[src/rtl/inverter_tester_pkg.sv]
// inverter_tester_pkg: shared state encoding and default sizing for the inverter loopback tester
package inverter_tester_pkg;
   typedef enum logic [1:0] {IDLE, RUN, DRAIN, DONE} state_t;
   localparam int DEF_DIV_W = 16;
   localparam int DEF_CNT_W = 16;
   localparam int DEF_LAT_W = 8;
   localparam int DEF_TIMEOUT = 255;
   localparam int DEF_SYNC_STAGES = 2;
endpackage

[src/rtl/resp_sync.sv]
// resp_sync: multi-flop single-bit synchronizer, cleared to 0 on reset
module resp_sync
   import inverter_tester_pkg::*;
#(
   parameter int STAGES = DEF_SYNC_STAGES
) (
   input  logic clk,
   input  logic rst,
   input  logic d,
   output logic q
);
   logic [STAGES-1:0] ff;
   always_ff @(posedge clk)
      ff <= rst ? '0 : {ff[STAGES-2:0], d};
   assign q = ff[STAGES-1];
endmodule

[src/rtl/inverter_loopback_tester.sv]
// inverter_loopback_tester: square-wave stimulus and loopback edge/latency checker for the double-inverter macro
module inverter_loopback_tester
   import inverter_tester_pkg::*;
#(
   parameter int DIV_W = DEF_DIV_W,
   parameter int CNT_W = DEF_CNT_W,
   parameter int LAT_W = DEF_LAT_W,
   parameter int TIMEOUT = DEF_TIMEOUT,
   parameter int SYNC_STAGES = DEF_SYNC_STAGES
) (
   input  logic             clk,
   input  logic             rst,
   input  logic             start,
   input  logic [DIV_W-1:0] half_period,
   input  logic [CNT_W-1:0] num_cycles,
   output logic             stim_out,
   input  logic             resp_in,
   output logic             busy,
   output logic             done,
   output logic [CNT_W-1:0] edge_count,
   output logic [CNT_W-1:0] mismatch_count,
   output logic [LAT_W-1:0] lat_max
);
   state_t state;
   logic resp_s, pending, expected, match, timeout, toggle, pend_n;
   logic [DIV_W-1:0] hp, div, hp_in;
   logic [CNT_W-1:0] nc;
   logic [CNT_W:0] tog;
   logic [LAT_W-1:0] lat, lat_inc;
   resp_sync #(.STAGES(SYNC_STAGES)) u_sync (
      .clk(clk),
      .rst(rst),
      .d(resp_in),
      .q(resp_s)
   );
   assign busy = state == RUN || state == DRAIN;
   assign done = state == DONE;
   // Resolution against the old expected level happens before a same-cycle toggle re-arms.
   always_comb begin
      hp_in = half_period == '0 ? DIV_W'(1) : half_period;
      lat_inc = lat + 1'b1;
      match = busy && pending && resp_s == expected;
      timeout = busy && pending && !match && lat_inc >= LAT_W'(TIMEOUT);
      toggle = state == RUN && div == DIV_W'(1);
      pend_n = pending && !match && !timeout;
   end
   always_ff @(posedge clk) begin
      if (rst) begin
         state <= IDLE;
         stim_out <= 1'b0;
         hp <= '0;
         div <= '0;
         nc <= '0;
         tog <= '0;
         pending <= 1'b0;
         expected <= 1'b0;
         lat <= '0;
         edge_count <= '0;
         mismatch_count <= '0;
         lat_max <= '0;
      end else if (start && !busy) begin
         state <= num_cycles == '0 ? DONE : RUN;
         stim_out <= 1'b0;
         hp <= hp_in;
         div <= hp_in;
         nc <= num_cycles;
         tog <= '0;
         pending <= 1'b0;
         lat <= '0;
         edge_count <= '0;
         mismatch_count <= '0;
         lat_max <= '0;
      end else if (busy) begin
         div <= toggle ? hp : div - 1'b1;
         if (match) begin
            edge_count <= edge_count + CNT_W'(~&edge_count);
            lat_max <= lat > lat_max ? lat : lat_max;
         end
         if (timeout || (toggle && pend_n))
            mismatch_count <= mismatch_count + CNT_W'(~&mismatch_count);
         if (toggle) begin
            stim_out <= ~stim_out;
            tog <= tog + 1'b1;
            pending <= 1'b1;
            expected <= ~stim_out;
            lat <= '0;
         end else begin
            pending <= pend_n;
            lat <= pend_n ? lat_inc : lat;
         end
         if (toggle && tog + 1'b1 == {nc, 1'b0})
            state <= DRAIN;
         else if (state == DRAIN && !pend_n)
            state <= DONE;
      end
   end
endmodule

[config.mk]
export PLATFORM = sky130hd
export DESIGN_NAME = inverter_loopback_tester
export DESIGN_NICKNAME = d
export VERILOG_FILES = /design/src/rtl/inverter_tester_pkg.sv /design/src/rtl/resp_sync.sv /design/src/rtl/inverter_loopback_tester.sv
export SDC_FILE = /design/constraint.sdc
export NUM_CORES = 1
export LEC_CHECK = 0
export BUFFER_PORTS_ARGS = -buffer_cell sky130_fd_sc_hd__buf_2
export CAP_MARGIN = 40
export CORE_MARGIN = 10
export CORE_UTILIZATION = 50
export CTS_CLUSTER_DIAMETER = 40
export CTS_CLUSTER_SIZE = 8
export DETAILED_ROUTE_END_ITERATION = 10
export PLACE_DENSITY = 0.8
export SLEW_MARGIN = 20
export SYNTH_ARGS = -nofsm -noshare
export SYNTH_HDL_FRONTEND = slang
export SYNTH_SLANG_ARGS = --single-unit
[constraint.sdc]
create_clock -name clk -period 5.42 [get_ports clk]
set_input_delay 0.271 -clock clk [delete_from_list [all_inputs] [get_ports clk]]
set_output_delay 0.271 -clock clk [all_outputs]
set_load 0.005 [all_outputs]
==> flow_summary.yaml <==
power:
  p_leak_nw: 2.84
  p_switching_mw: 1.04
  power.density_nw_per_um2: 406
  clock_power_share_pct: 36.1
  switching_share_pct: 33.5
  total_power_mw: 3.09
  internal-power_mw: 2.06
  pwr-share-seq_pct: 35.4
  ir_worst_vdd_uv: 271
  combPwrFrac_pct: 28.5
critical_path:
  worstPathMaxFanout: 28
  cp_slowest_cell: "a21boi_1"
  slowest_delay_ps: 670
  path_cells: "inv_1 > ha_2 > and2b_2 > nand4_1 > a221oi_2 > a21boi_1 > nand2_1 > o31ai_1"
  crit_path_end_kind: "register"
  crit_required_ps: 5750
  worstSetupPathType: "register to register"
  cp-start-kind: "register"
  cp_data_arrival_time_ps: 3140
sta:
  fin_hold_ws_ps: 63.2
  slew_violations: 0
  slew_headroom_pct: 40.0
  worst_pin_slew_ps: 893
  rsz0062_at_grt: "no"
  fmax_mhz: 356
  hold_violations: 0
  fin_crit_sh_pct: 51.8
  setup_viol: 0
  skew_ps: 9.03
  min_period_ps: 2810
  setup_tns_ps: 0
floorplanning:
  core-area_um2: 12800
  placementRows: 41
  initial_core_util_pct: 51.5
  ioPinCount: 79
  die_y_um: 135
  die_w_um: 135
  die_area_um2: 18100
synth:
  syn_area_um2: 6580
  synth_nets: 864
  syn_inst: 808
  ys_async_sr_fraction_pct: 0
  synth_top_area_cell: "dfxtp_1"
  synthDistinctLibCells: 68
  ys.warnings.count: 0
  yosys-top-cells-count: "nand2_1 (129), dfxtp_1 (120), nor2_1 (83)"
  ys_seq_elements: 120
  synth-seq-area-share_pct: 36.5
  yosys.area.top_type_share_pct: 36.5
  synth_area_leaders: "dfxtp_1 (37%), nand2_1 (7.4%), nor2_1 (4.7%)"
  avgSynthCellArea_um2: 8.14
  synth-edff-count: 0
  ys.flop_type: "dfxtp_1"
  synth.most_common_cell: "nand2_1"
place:
  globalplace.congestion: 0.856
  dp_hpwl_mm: 11.3
  io_buffers: 78
cells_and_area:
  drive_gt1_share_pct: 15.3
  fill_cells: 1134
  fin_nets: 921
  final_util_pct: 59.7
  seq_area_um2: 2400
  multi_input_area_um2: 3860
  syn_to_final_growth_pct: 16.0
  antenna_cells: 0
clock_network:
  clk_pin_slew_ps: 50
  clock_latency_ps: 420
  clock_sinks: 120
  cts_hold_buffers: 0
  numCtsBuffers: 17
  cts_resized: 0
  htreeDepth: 4
  clock_path_buffers: 2
  root_buffer: "clkbuf_16"
  postCtsSetupBuffers: 0
  cts_tree: "built"
global_routing:
  grt_usage_pct: 18.3
  grt_first_pass_wirelength_mm: 27.7
  antenna_found_initial: 0
  grt_pass1_vias: 5724
  grt_start_max_net_pins: 57
  grt-ovfl-total: 0
route:
  vias_per_cell: 5.78
  num_vias: 6064
  dr.pass1.iters: 5
  drcViolationCount: 0
  ant_nets: 0
  drt_iter0_drc: 480
  routed_wl_mm: 16.5
  wl_per_cell_um: 15.7
status:
  run_status: "finished clean"
min_path:
  hp-class: "primary input to register"
run:
  maxCapViolCount: 0
## worst paths after layout
kind | slack [ps] | endpoint | from | cells past startpoint
setup / recovery | 2610 | lat[0] | state[0] | 8
hold / removal | 60 | u_sync.ff[0] | resp_in | 2
hold reg to reg | 450 | hp[1] | hp[1] | 2
setup reg to reg | 2610 | lat[0] | state[0] | 8
## per-layer routing
metal	global-route usage (%)	routed length, µm	part of all wire, %	vias up
li1	-	-	-	3016
met1	23.6	7750	47	2844
met2	28.4	7460	45	183
met3	4.53	1040	6.3	21
met4	7.74	263	1.6	0
met5	0	0	0	-
## stage by stage
| step | instance area, µm² | instances | worst slack [ps] |
|---|---|---|---|
| after floorplan | 6580 | 808 | 3000 |
| final | 7630 | 1050 | 2610 |
| after CTS | 7630 | 1050 | 2630 |
| after detailed placement | 7030 | 1018 | 2660 |
| after global routing | 7630 | 1050 | 2380 |
| after global placement | 6980 | 1015 | 2250 |
## cell usage in the layout, fill, tap and decap left out, drive strengths merged, types with 4 or more instances in the layout
| cell | instances |
|---|---|
| nor4 | 16 |
| xnor2 | 33 |
| nand3b | 5 |
| xor2 | 29 |
| or4 | 18 |
| a211oi | 25 |
| o21a | 4 |
| a31oi | 6 |
| nor2 | 83 |
| dfxtp | 120 |
| ha | 20 |
| nand3 | 27 |
| and4 | 9 |
| nand2 | 130 |
| buf | 88 |
| and3 | 5 |
| nor3 | 10 |
| clkinv | 6 |
| o31ai | 18 |
| nor2b | 7 |
| clkbuf | 24 |
| inv | 15 |
| a21oi | 59 |
| mux2i | 24 |
| o21ai | 14 |
| or3 | 10 |
| nand4 | 19 |
| o211ai | 4 |
## final cells by class
| cell class | instances | share of cell area, % |
|---|---|---|
| clock buffer | 24 | 6.58 |
| clock inverter | 8 | 1.21 |
| inverter | 16 | 0.787 |
| multi-input combinational | 622 | 50.6 |
| sequential | 120 | 31.5 |
| tap | 172 | 2.82 |
| timing repair buffer | 88 | 6.46 |
## logic make-up after synthesis
group	after synthesis	synth area share, %
AO/OA/AOI/OAI	155	15.4
XOR/XNOR	62	8.26
adder cells (fa/ha/maj)	20	3.80
buffers and inverters	66	4.83
flip-flops	120	36.5
multiplexers	27	4.17
AND/OR/NAND/NOR	358	27.1
## worst max-delay path, delay by kind of cell, from the launching register on
| kind | cells | cell delay (ps) |
|---|---|---|
| AOI/OAI and AO/OA | 3 | 960 |
| adders and majority gates | 1 | 660 |
| buffers and inverters | 1 | 90 |
| DFF | 1 | 380 |
| and+or+nand+nor | 3 | 640 |
## flip-flops by register name, summed over array words and instances (netlist names)
name / cells
tog: 17
div: 16
edge_count: 16
hp: 16
mismatch_count: 16
nc: 16
lat: 8
lat_max: 8
state: 2
u_sync.ff: 2
expected: 1
pending: 1
stim_out: 1
## power by group through the flow
stage	Combinational (mW)	Sequential [mW]	Clock (mW)
after floorplan	0.667	1.08	0
after global placement	0.815	1.11	0
after detailed placement	0.873	1.11	0
after CTS	0.882	1.09	1.14
after global routing	0.998	1.11	1.17
final	0.883	1.09	1.12
No activity file was read; power rests on OpenSTA's default activity.
